File: config.mk
export PLATFORM = sky130hd
export DESIGN_NAME = pipe_stage_latch_flat
export DESIGN_NICKNAME = d
export VERILOG_FILES = /design/src/rtl/pipe_stage_latch_if.sv /design/src/rtl/pipe_stage_latch.sv /design/src/flat_wrapper.sv
export SDC_FILE = /design/constraint.sdc
export NUM_CORES = 1
export LEC_CHECK = 0
export CAP_MARGIN = 20
export CORE_ASPECT_RATIO = 1.75
export CORE_MARGIN = 8
export CORE_UTILIZATION = 23
export CTS_CLUSTER_DIAMETER = 60
export DETAILED_ROUTE_END_ITERATION = 6
export SLEW_MARGIN = 40
export SYNTH_ARGS = -nofsm -noshare
export SYNTH_HDL_FRONTEND = slang
export SYNTH_SLANG_ARGS = --single-unit
export TNS_END_PERCENT = 5
File: constraint.sdc
create_clock -name i_clk -period 5.4 [get_ports i_clk]
set_clock_uncertainty 0.05 [all_clocks]
set_input_delay 1.08 -clock i_clk [delete_from_list [all_inputs] [get_ports i_clk]]
set_output_delay 1.08 -clock i_clk [all_outputs]
set_load 0.01 [all_outputs]
File: src/rtl/pipe_stage_latch_if.sv
// rtl/pipe_stage_latch_if.sv - payload/control bundle between a pipeline stage and its latch
interface pipe_stage_latch_if #(
  parameter int NB_DATA = 71,
  parameter int NB_CNT  = 16
);
  localparam int NB_DBG = NB_DATA + NB_CNT + 4;

  logic [NB_DATA-1:0] i_data;
  logic               i_valid;
  logic               i_stall;
  logic               i_flush;
  logic               i_EOF_flag;
  logic [1:0]         i_pipeline_mode;
  logic               i_execute_instruct;

  logic [NB_DATA-1:0] o_data;
  logic               o_valid;
  logic               o_EOF_flag;
  logic               o_halted;
  logic               o_advance;
  logic [NB_CNT-1:0]  o_count;
  logic [NB_DBG-1:0]  o_debug_data;

  modport master (
    output i_data, i_valid, i_stall, i_flush, i_EOF_flag, i_pipeline_mode, i_execute_instruct,
    input  o_data, o_valid, o_EOF_flag, o_halted, o_advance, o_count, o_debug_data
  );

  modport slave (
    input  i_data, i_valid, i_stall, i_flush, i_EOF_flag, i_pipeline_mode, i_execute_instruct,
    output o_data, o_valid, o_EOF_flag, o_halted, o_advance, o_count, o_debug_data
  );
endinterface

File: src/rtl/pipe_stage_latch.sv
// rtl/pipe_stage_latch.sv - inter-stage pipeline register with stall/flush/step/halt and retire counter
// Optional debug snapshot built when PIPE_STAGE_LATCH_DEBUG_EN is defined.
module pipe_stage_latch #(
  parameter int NB_DATA = 71,
  parameter int NB_CNT  = 16
) (
  input  logic                 i_clk,
  input  logic                 i_reset,
  pipe_stage_latch_if.slave    bus
);
  localparam int NB_DBG = NB_DATA + NB_CNT + 4;

  localparam logic [1:0] MODE_CONT = 2'b01;
  localparam logic [1:0] MODE_STEP = 2'b11;

  typedef enum logic [1:0] {
    RUN       = 2'b00,
    STEP_WAIT = 2'b01,
    HALT      = 2'b10
  } state_e;

  state_e             state_q, state_d;
  logic               exec_prev_q;
  logic [NB_DATA-1:0] data_q, data_d;
  logic               valid_q, valid_d;
  logic               eof_q, eof_d;
  logic [NB_CNT-1:0]  count_q, count_d;
  logic               advance_q, advance_d;

  logic step_pulse;
  logic update_en;
  logic capture;

  assign step_pulse = bus.i_execute_instruct & ~exec_prev_q;
  assign update_en  = (state_q != HALT) &&
                      ((bus.i_pipeline_mode == MODE_CONT) ||
                       ((bus.i_pipeline_mode == MODE_STEP) && step_pulse));
  assign capture    = update_en && !bus.i_flush && !bus.i_stall;

  always_comb begin
    state_d   = state_q;
    data_d    = data_q;
    valid_d   = valid_q;
    eof_d     = eof_q;
    count_d   = count_q;
    advance_d = 1'b0;

    if (state_q != HALT) begin
      if (bus.i_pipeline_mode == MODE_CONT) begin
        state_d = RUN;
      end else if (bus.i_pipeline_mode == MODE_STEP) begin
        state_d = STEP_WAIT;
      end
    end

    // Flush wins over stall; a step swallowed by stall is simply lost.
    if (update_en && bus.i_flush) begin
      data_d    = '0;
      valid_d   = 1'b0;
      eof_d     = 1'b0;
      advance_d = 1'b1;
    end else if (capture) begin
      data_d    = bus.i_data;
      valid_d   = bus.i_valid;
      eof_d     = bus.i_EOF_flag;
      advance_d = 1'b1;
      if (bus.i_valid) begin
        if (count_q != {NB_CNT{1'b1}}) begin
          count_d = count_q + NB_CNT'(1);
        end
        if (bus.i_EOF_flag) begin
          state_d = HALT;
        end
      end
    end
  end

  always_ff @(posedge i_clk or posedge i_reset) begin
    if (i_reset) begin
      state_q     <= RUN;
      exec_prev_q <= 1'b0;
      data_q      <= '0;
      valid_q     <= 1'b0;
      eof_q       <= 1'b0;
      count_q     <= '0;
      advance_q   <= 1'b0;
    end else begin
      state_q     <= state_d;
      exec_prev_q <= bus.i_execute_instruct;
      data_q      <= data_d;
      valid_q     <= valid_d;
      eof_q       <= eof_d;
      count_q     <= count_d;
      advance_q   <= advance_d;
    end
  end

  assign bus.o_data     = data_q;
  assign bus.o_valid    = valid_q;
  assign bus.o_EOF_flag = eof_q;
  assign bus.o_halted   = (state_q == HALT);
  assign bus.o_advance  = advance_q;
  assign bus.o_count    = count_q;

`ifdef PIPE_STAGE_LATCH_DEBUG_EN
  assign bus.o_debug_data = {count_q, state_q, eof_q, valid_q, data_q};
`else
  assign bus.o_debug_data = {NB_DBG{1'b0}};
`endif
endmodule

File: src/flat_wrapper.sv
// flat-port wrapper written by rule: the top's interface ports become plain ports
module pipe_stage_latch_flat 
#(
  parameter int NB_DATA = 71,
  parameter int NB_CNT  = 16
)
  (i_clk, i_reset, bus_i_data, bus_i_valid, bus_i_stall, bus_i_flush, bus_i_EOF_flag, bus_i_pipeline_mode, bus_i_execute_instruct, bus_o_data, bus_o_valid, bus_o_EOF_flag, bus_o_halted, bus_o_advance, bus_o_count, bus_o_debug_data);
  pipe_stage_latch_if #(.NB_DATA(NB_DATA), .NB_CNT(NB_CNT)) bus_i ();
  input  logic i_clk;
  input  logic i_reset;
  input wire logic [$bits(bus_i.i_data)-1:0] bus_i_data;
  input wire logic [$bits(bus_i.i_valid)-1:0] bus_i_valid;
  input wire logic [$bits(bus_i.i_stall)-1:0] bus_i_stall;
  input wire logic [$bits(bus_i.i_flush)-1:0] bus_i_flush;
  input wire logic [$bits(bus_i.i_EOF_flag)-1:0] bus_i_EOF_flag;
  input wire logic [$bits(bus_i.i_pipeline_mode)-1:0] bus_i_pipeline_mode;
  input wire logic [$bits(bus_i.i_execute_instruct)-1:0] bus_i_execute_instruct;
  output wire logic [$bits(bus_i.o_data)-1:0] bus_o_data;
  output wire logic [$bits(bus_i.o_valid)-1:0] bus_o_valid;
  output wire logic [$bits(bus_i.o_EOF_flag)-1:0] bus_o_EOF_flag;
  output wire logic [$bits(bus_i.o_halted)-1:0] bus_o_halted;
  output wire logic [$bits(bus_i.o_advance)-1:0] bus_o_advance;
  output wire logic [$bits(bus_i.o_count)-1:0] bus_o_count;
  output wire logic [$bits(bus_i.o_debug_data)-1:0] bus_o_debug_data;
  assign bus_i.i_data = bus_i_data;
  assign bus_i.i_valid = bus_i_valid;
  assign bus_i.i_stall = bus_i_stall;
  assign bus_i.i_flush = bus_i_flush;
  assign bus_i.i_EOF_flag = bus_i_EOF_flag;
  assign bus_i.i_pipeline_mode = bus_i_pipeline_mode;
  assign bus_i.i_execute_instruct = bus_i_execute_instruct;
  assign bus_o_data = bus_i.o_data;
  assign bus_o_valid = bus_i.o_valid;
  assign bus_o_EOF_flag = bus_i.o_EOF_flag;
  assign bus_o_halted = bus_i.o_halted;
  assign bus_o_advance = bus_i.o_advance;
  assign bus_o_count = bus_i.o_count;
  assign bus_o_debug_data = bus_i.o_debug_data;
  pipe_stage_latch #(.NB_DATA(NB_DATA), .NB_CNT(NB_CNT)) u_core (.i_clk(i_clk), .i_reset(i_reset), .bus(bus_i));
endmodule
# == Word-level counts from Yosys, hierarchy flattened ==
# Cells that the tools add are included.
# totals
reg_bits,93
input_bits,80
word_cells,41
# op_classes
addsub,1
n_eq_ne,5
mux,15
bitwise_logic,3
reduce_logical,10
# op_table
cell,n
2-to-1 mux 71 bit,2
adder 16 x 1 -> 16 bit (second input constant),1
!= test 16 bit (second input constant),1
2-to-1 mux 2 bit,7
2-to-1 mux 1 bit,6
logical AND 1 bit,5
equality test 2 bit (second input constant),2
AND reduction 4 bit,1
equality test 2 x 1 -> 1 bit (second input constant),1
zero test 1 bit,2
!= test 2 bit (second input constant),1
NOT 1 bit,2
nonzero test 2 bit,1
AND 1 bit,1
logical OR 1 bit,1

# == Depth between registers and ports, before layout ==
# Gate-level depths: netlist of run 1.
# depth
word_depth,9
ltp_mapped,6
depth_no_buf,5

# == Worst setup path after synthesis of run 1 ==
# No wires, ideal clock.
# synth_path
kind,input-to-reg
from,input bus_i_execute_instruct
to,register u_core.data_q[10] (netlist: u_core.bus.o_data[10])
setup_ps,121
t_arrival_ps,2067
slack_ps,3162
stages,6
path_buffers,3
cell_sequence,nor2b_1 o2111a_1 buf_2 buf_6 buf_2 a22o_1
# synth_via
elab_chain_len,7
elab_cells_between_ends,9
# synth_rtl
item,line,rtl
"start, declared",flat_wrapper.sv:17,input wire logic [$bits(bus_i.i_execute_instruct)-1:0] bus_i_execute_instruct;
AND 1 bit (*),pipe_stage_latch.sv:34,assign step_pulse = bus.i_execute_instruct & ~exec_prev_q;
logical AND 1 bit (*),pipe_stage_latch.sv:37,((bus.i_pipeline_mode == MODE_STEP) && step_pulse));
logical OR 1 bit (*),pipe_stage_latch.sv:36,((bus.i_pipeline_mode == MODE_CONT) ||
logical AND 1 bit (*),pipe_stage_latch.sv:35,assign update_en = (state_q != HALT) &&
logical AND 1 bit (2 in series),pipe_stage_latch.sv:38,assign capture = update_en && !bus.i_flush && !bus.i_stall;
nonzero test 2 bit (no line),-,
"end signal, assigned",pipe_stage_latch.sv:90,data_q <= data_d;
"end, declared",pipe_stage_latch.sv:24,"logic [NB_DATA-1:0] data_q, data_d;"
# Mark *: on every way between the ends. The rest lies on a longest branch, timed or not.
# A chain may end at the register's enable or synchronous reset.

# == Worst setup path after layout of run 1 ==
# layout_path
from,input bus_i_flush
to,register u_core.data_q[41] (netlist: u_core.bus.o_data[41])
# layout_via
elab_chain_len,4
elab_cells_between_ends,6
# layout_rtl
item,line,rtl
"start, declared",flat_wrapper.sv:14,input wire logic [$bits(bus_i.i_flush)-1:0] bus_i_flush;
zero test 1 bit,pipe_stage_latch.sv:38,
logical AND 1 bit (2 in series),pipe_stage_latch.sv:38,
nonzero test 2 bit (no line),-,
# Several ways; a longest one is shown, not always the timed one.

==> results.md, run 1 <==
* Startpoint Class: primary input
* WL/cell at 16.6 um
* Post-synth EDFFs at 0
* Yosys reg bits at 93
* Critical path type: in -> reg
* Worst min path class: reg -> reg
* Register area share after synthesis at 0.538
* Final Setup Violations at 0
* IR Drop Worst-Case VDD at 0.160 mV
* Hold buffer count at cts at 0
* Starting density of the core at 0.234
* Final hold viol count at 0
* CP bufs+invs at 2
* Starting DRT DRC Count at 100
* Asr flop ratio synth at 1.00
* Synthesized instance count at 353
* 1st-pass router iterations at 4
* Layout area overhead at 45.1%
* Final Total Pwr at 1.94 mW
* Core box area at 18500 um2
* Die Wd at 120 um
* First-pass GRT wire length at 19.8 mm
* Via/cell ratio at 4.14
* Initial antenna violation count at 0
* Arrival time at the worst endpoint at 3.14 ns
* # fillers at 1870
* Fin crit share at 0.540
* Unrepaired setup endpoints after global routing: no
* Worst r2r src: u_core.exec_prev_q
* MaxCap Viol Count at 0
* Io pins at 262
* WP data required at 5.63 ns
* Residual DRC count at 0
* Share of cells above drive strength 1 at 0.0725
* TritonCTS clock tree: yes
* Total congestion overflow at 0
* Slew headroom at 0.533
* Max FO, Critical Path at 47
* WHS Endpoint: u_core.bus.o_data[68]
* R2r endpoint: u_core.bus.o_data[41]
* Nets at 600
* Die area at 23600 um2
* R2R cell count at 4
* Main synth FF type: dfrtp_1
* Crit path max-delay family: buffers and inverters
* Tmin final at 2.91 ns
* Root Buffer: clkbuf_16
* CTS Buf Count at 9
* CP Cell Sequence: clkdlybuf4s50_1 > nor2_1 > o2111a_4 > buf_4 > a22o_1
* Rows at 66
* Utilization after layout at 0.339
* CP max stage cell: o2111a_4
* Most frequent cells in the layout: clkdlybuf4s50_1 (170), dfrtp_1 (93), conb_1 (91)
* Netlist Area Pre-Place at 4330 um2
* Post-synthesis cell type count at 37
* Status: completed
* Clock sinks at 93
* Total global-route track usage at 0.106
* WHS Path Cells at 1
* WL final at 12.6 mm
* Worst hold slack at 0.449 ns
* Static leakage at 2.85 nW
* Htree depth at 3
* Worst-margin pin slew at 0.700 ns
* Setup bufs post-CTS at 0
* Antenna Nets Post-Route at 0
* Detailed Place HPWL at 9.73 mm
* Synth Warn # at 0
* Commonest non-fill, non-tap cell in the layout: clkdlybuf4s50_1
* Vias in the first global route at 3530
* Worst hold start: u_core.bus.o_data[68]
* CP max stage delay at 0.59 ns
* Largest buffer count on any clock path at 2
* Input/output buffers at 170
* Fmax at 343 MHz
* Reg clk slew, reported paths at 0.07 ns
* Antenna diodes at 0
* Vias at 3157
* TNS Setup at 0 ns
* Placer congestion estimate at 0.703
* Average cell area after synthesis at 12.3 um2
* Die height at 197 um
* FF-to-FF setup slack at 3.37 ns
* Worst Setup End Kind: flop
* Cell Pwr Density at 309 nW/um2
* Clock Latency Late Sink at 0.34 ns
* Largest net degree at the start of global routing at 56
* Final Max Tran Viols at 0
* Post_cts resized at 0
routing by layer:
metal	wire length [um]	part of all wire	global-route usage	vias to the layer above
met1	4630	0.37	0.111	1524
met4	297	0.024	0.0521	0
li1	-	-	-	1418
met3	1570	0.12	0.0475	18
met2	6130	0.49	0.177	197
met5	0	0	0	-
registers in the layout, indices dropped and copies added, names as in the netlist:
name,flops
u_core.bus.o_valid,1
u_core.bus.o_data,71
u_core.state_q,2
u_core.bus.o_advance,1
u_core.exec_prev_q,1
u_core.bus.o_count,16
u_core.bus.o_EOF_flag,1
kinds of logic after synthesis:
| group | share of synthesized area |
|---|---|
| AOI/OAI and AO/OA | 0.167 |
| xor gates and xnor gates | 0.0283 |
| adders and majority gates | 0.00289 |
| buffers and inverters | 0.187 |
| DFF | 0.538 |
| muxes | 0.00607 |
| other | 0.000867 |
| and+or+nand+nor | 0.0697 |
cell usage after synthesis (2+ instances only):
master / n / share of area
clkbuf_1: 2 / 0.0017
a311oi_2: 2 / 0.0069
and3_1: 2 / 0.0029
and3_2: 2 / 0.0035
nor2_1: 4 / 0.0035
a22o_1: 73 / 0.15
nand3_1: 5 / 0.0058
nand4_1: 12 / 0.017
nand2_1: 4 / 0.0035
xnor2_1: 13 / 0.026
and3_4: 2 / 0.0052
buf_2: 16 / 0.019
inv_1: 7 / 0.0061
buf_4: 91 / 0.16
dfrtp_1: 93 / 0.54
and2_1: 3 / 0.0043
and4_2: 2 / 0.0046
metrics by stage:
stage          area, um2  setup WS [ns]  cells
2_1_floorplan       4660           1.85    443
3_3_place_gp        5930           2.16    746
3_5_place_dp        5930           2.11    746
4_1_cts             6280           2.49    762
5_1_grt             6280           2.38    762
6_report            6280           2.49    762
worst max path at each step:
stage | from | to | slack (ns) | cells past startpoint
floorplan | i_reset | u_core.bus.o_EOF_flag | 1.85 | 1
global placement | bus_i_execute_instruct | u_core.bus.o_data[48] | 2.16 | 5
detailed placement | bus_i_flush | u_core.bus.o_data[44] | 2.11 | 5
CTS | bus_i_flush | u_core.bus.o_data[33] | 2.49 | 5
global route | bus_i_flush | u_core.bus.o_data[33] | 2.38 | 5
finish | bus_i_flush | u_core.bus.o_data[41] | 2.49 | 5
power breakdown:
group	total [mW]	switching, mW	internal (mW)
clock network	0.732	0.277	0.455
registers	0.820	0.0560	0.764
logic	0.387	0.168	0.219
cell type report:
| cell class | instances | area [um2] | share of cell area |
|---|---|---|---|
| Sequential cell | 93 | 2330 | 0.371 |
| Clock inverter | 7 | 120 | 0.0191 |
| Multi-Input combinational cell | 233 | 1540 | 0.245 |
| Tap cell | 238 | 298 | 0.0474 |
| Clock buffer | 9 | 225 | 0.0359 |
| Inverter | 7 | 28.8 | 0.00459 |
| Timing Repair Buffer | 175 | 1740 | 0.277 |
Power figures use the tool's default switching activity.
==> inputs of run 2 (changes only) <==
==> constraint.sdc (replaced) <==
create_clock -name i_clk -period 2.5 [get_ports i_clk]
set_clock_uncertainty 0.05 [all_clocks]
set_input_delay 0.5 -clock i_clk [delete_from_list [all_inputs] [get_ports i_clk]]
set_output_delay 0.5 -clock i_clk [all_outputs]
set_load 0.01 [all_outputs]
==> run 2 against run 1 <==
Against the previous run:
- worst hold slack got worse by 0.0019 ns
- sequential share of layout area is 0.096 points lower
- utilization up 0.088 points
- total power grew 110%
- critical path depth down 2
- clock power up 100%
- final cell count increased by 0.26%
- critical path type is now reg -> out
- largest cell class unchanged
- highest routed layer is now met5
==> results.md, run 2 (same netlist as run 1, synthesis figures left out) <==
* Status: completed
* Layout area overhead at 45.5%
* Share of cells above drive strength 1 at 0.0722
* Critical path type: reg -> out
* Final Max Tran Viols at 0
* Post_cts resized at 0
* Nets at 602
* Die height at 197 um
* WL/cell at 16.5 um
* Fin crit share at 0.850
* Detailed Place HPWL at 9.66 mm
* Worst hold slack at 0.447 ns
* WL final at 12.6 mm
* Die area at 23600 um2
* Met2 Use GR at 0.182
* Clock Latency Late Sink at 0.34 ns
* Residual DRC count at 0
* Clock sinks at 93
* Placer congestion estimate at 0.738
* 1st-pass router iterations at 4
* Dpl cells at 748
* Starting DRT DRC Count at 99
* Most frequent cells in the layout: clkdlybuf4s50_1 (170), dfrtp_1 (93), conb_1 (91)
* Final Total Pwr at 4.12 mW
* TNS Setup at 0 ns
* Largest net degree at the start of global routing at 76
* Antenna Nets Post-Route at 0
* Hold buffer count at cts at 0
* WP data required at 1.95 ns
* IR Drop Worst-Case VDD at 0.371 mV
* Largest buffer count on any clock path at 2
* Total global-route track usage at 0.104
* Unrepaired setup endpoints after global routing: no
* Fmax at 471 MHz
* Cell Pwr Density at 655 nW/um2
* Htree depth at 3
* Final Setup Violations at 0
* Vias in the first global route at 3409
* FF-to-FF setup slack at 0.60 ns
* Tmin final at 2.12 ns
* First-pass GRT wire length at 19.1 mm
* Grt peak-use layer: met2
* Setup WS post-layout at 0.375 ns
* Antenna diodes at 0
* Max reg flops at 71
* Startpoint Class: flop
* Dpl ws at 0.227 ns
* Via/cell ratio at 4.07
* Setup bufs post-CTS at 0
* Met1 GRT Util at 0.0987
* Worst min path class: reg -> reg
* Commonest non-fill, non-tap cell in the layout: clkdlybuf4s50_1
* Rows at 66
* Reg clk slew, reported paths at 0.07 ns
* Arrival time at the worst endpoint at 1.57 ns
* CTS Buf Count at 9
* Final cell count without fillers at 764
* Static leakage at 2.85 nW
* Input/output buffers at 170
* Vias at 3110
* Slew headroom at 0.554
* Total congestion overflow at 0
* Met3 Use GR at 0.0487
* Core box area at 18500 um2
* MaxCap Viol Count at 0
* Worst-margin pin slew at 0.668 ns
* Root Buffer: clkbuf_16
* Worst Setup End Kind: primary output
* Max FO, Critical Path at 4
* Die Wd at 120 um
* Initial antenna violation count at 1
* Starting density of the core at 0.234
* TritonCTS clock tree: yes
* Io pins at 262
* Final hold viol count at 0
-- run 2: changes by cell type in the layout (fill, tap and decap cells not counted) --
cell        previous run  this run
buf_12                 0         2
clkbuf_1               0         2
clkbuf_8               0         2
inv_6                  2         0
bufinv_16              3         2
clkinv_2               1         0
clkinvlp_4             1         2
inv_4                  1         0
o2111a_2               0         1
o2111a_4               1         0
-- run 2: worst max-delay path, stage by stage, from the launching register on --
cell,delay [ns]
dfrtp_1,0.38
nand2b_1,0.20
inv_1,0.08
clkdlybuf4s50_1,0.58
-- run 2: metrics by stage --
| stage | utilization | cell area (um2) |
|---|---|---|
| floorplan | - | 4670 |
| global placement | 0.322 | 5960 |
| detailed placement | 0.322 | 5960 |
| CTS | 0.340 | 6290 |
| global route | 0.340 | 6290 |
| finish | 0.340 | 6290 |
-- run 2: area by class of cell --
cell class                 instances  area (um2)
tap                              238         298
clock inverter                     3        67.6
sequential                        93        2330
timing repair buffer             177        1780
clock buffer                      13         260
inverter                           7        30.0
multi-input combinational        233        1530
fill                            1846       12200
-- run 2: layer usage --
layer / part of all wire / wire, um
met2: 0.52 / 6560
met4: 0.026 / 322
met1: 0.33 / 4190
met5: 0.0010 / 13
met3: 0.12 / 1490
-- run 2: report_power, final --
part	leakage (nW)	switching (mW)	internal [mW]	total (mW)
clock network	0.156	0.571	0.932	1.50
registers	1.24	0.115	1.65	1.77
logic	1.45	0.372	0.478	0.850
-- run 2: final timing paths --
path / from / endpoint / depth (start not counted)
worst max-delay path: u_core.state_q[0] / bus_o_halted / 3
worst min-delay path: u_core.bus.o_data[8] / u_core.bus.o_data[8] / 1
worst max register to register: u_core.bus.o_count[0] / u_core.bus.o_count[11] / 5
worst min register to register: u_core.bus.o_data[8] / u_core.bus.o_data[8] / 1
max in group asynchronous: i_reset / u_core.bus.o_data[44] / 3
min in group asynchronous: i_reset / u_core.bus.o_count[2] / 3
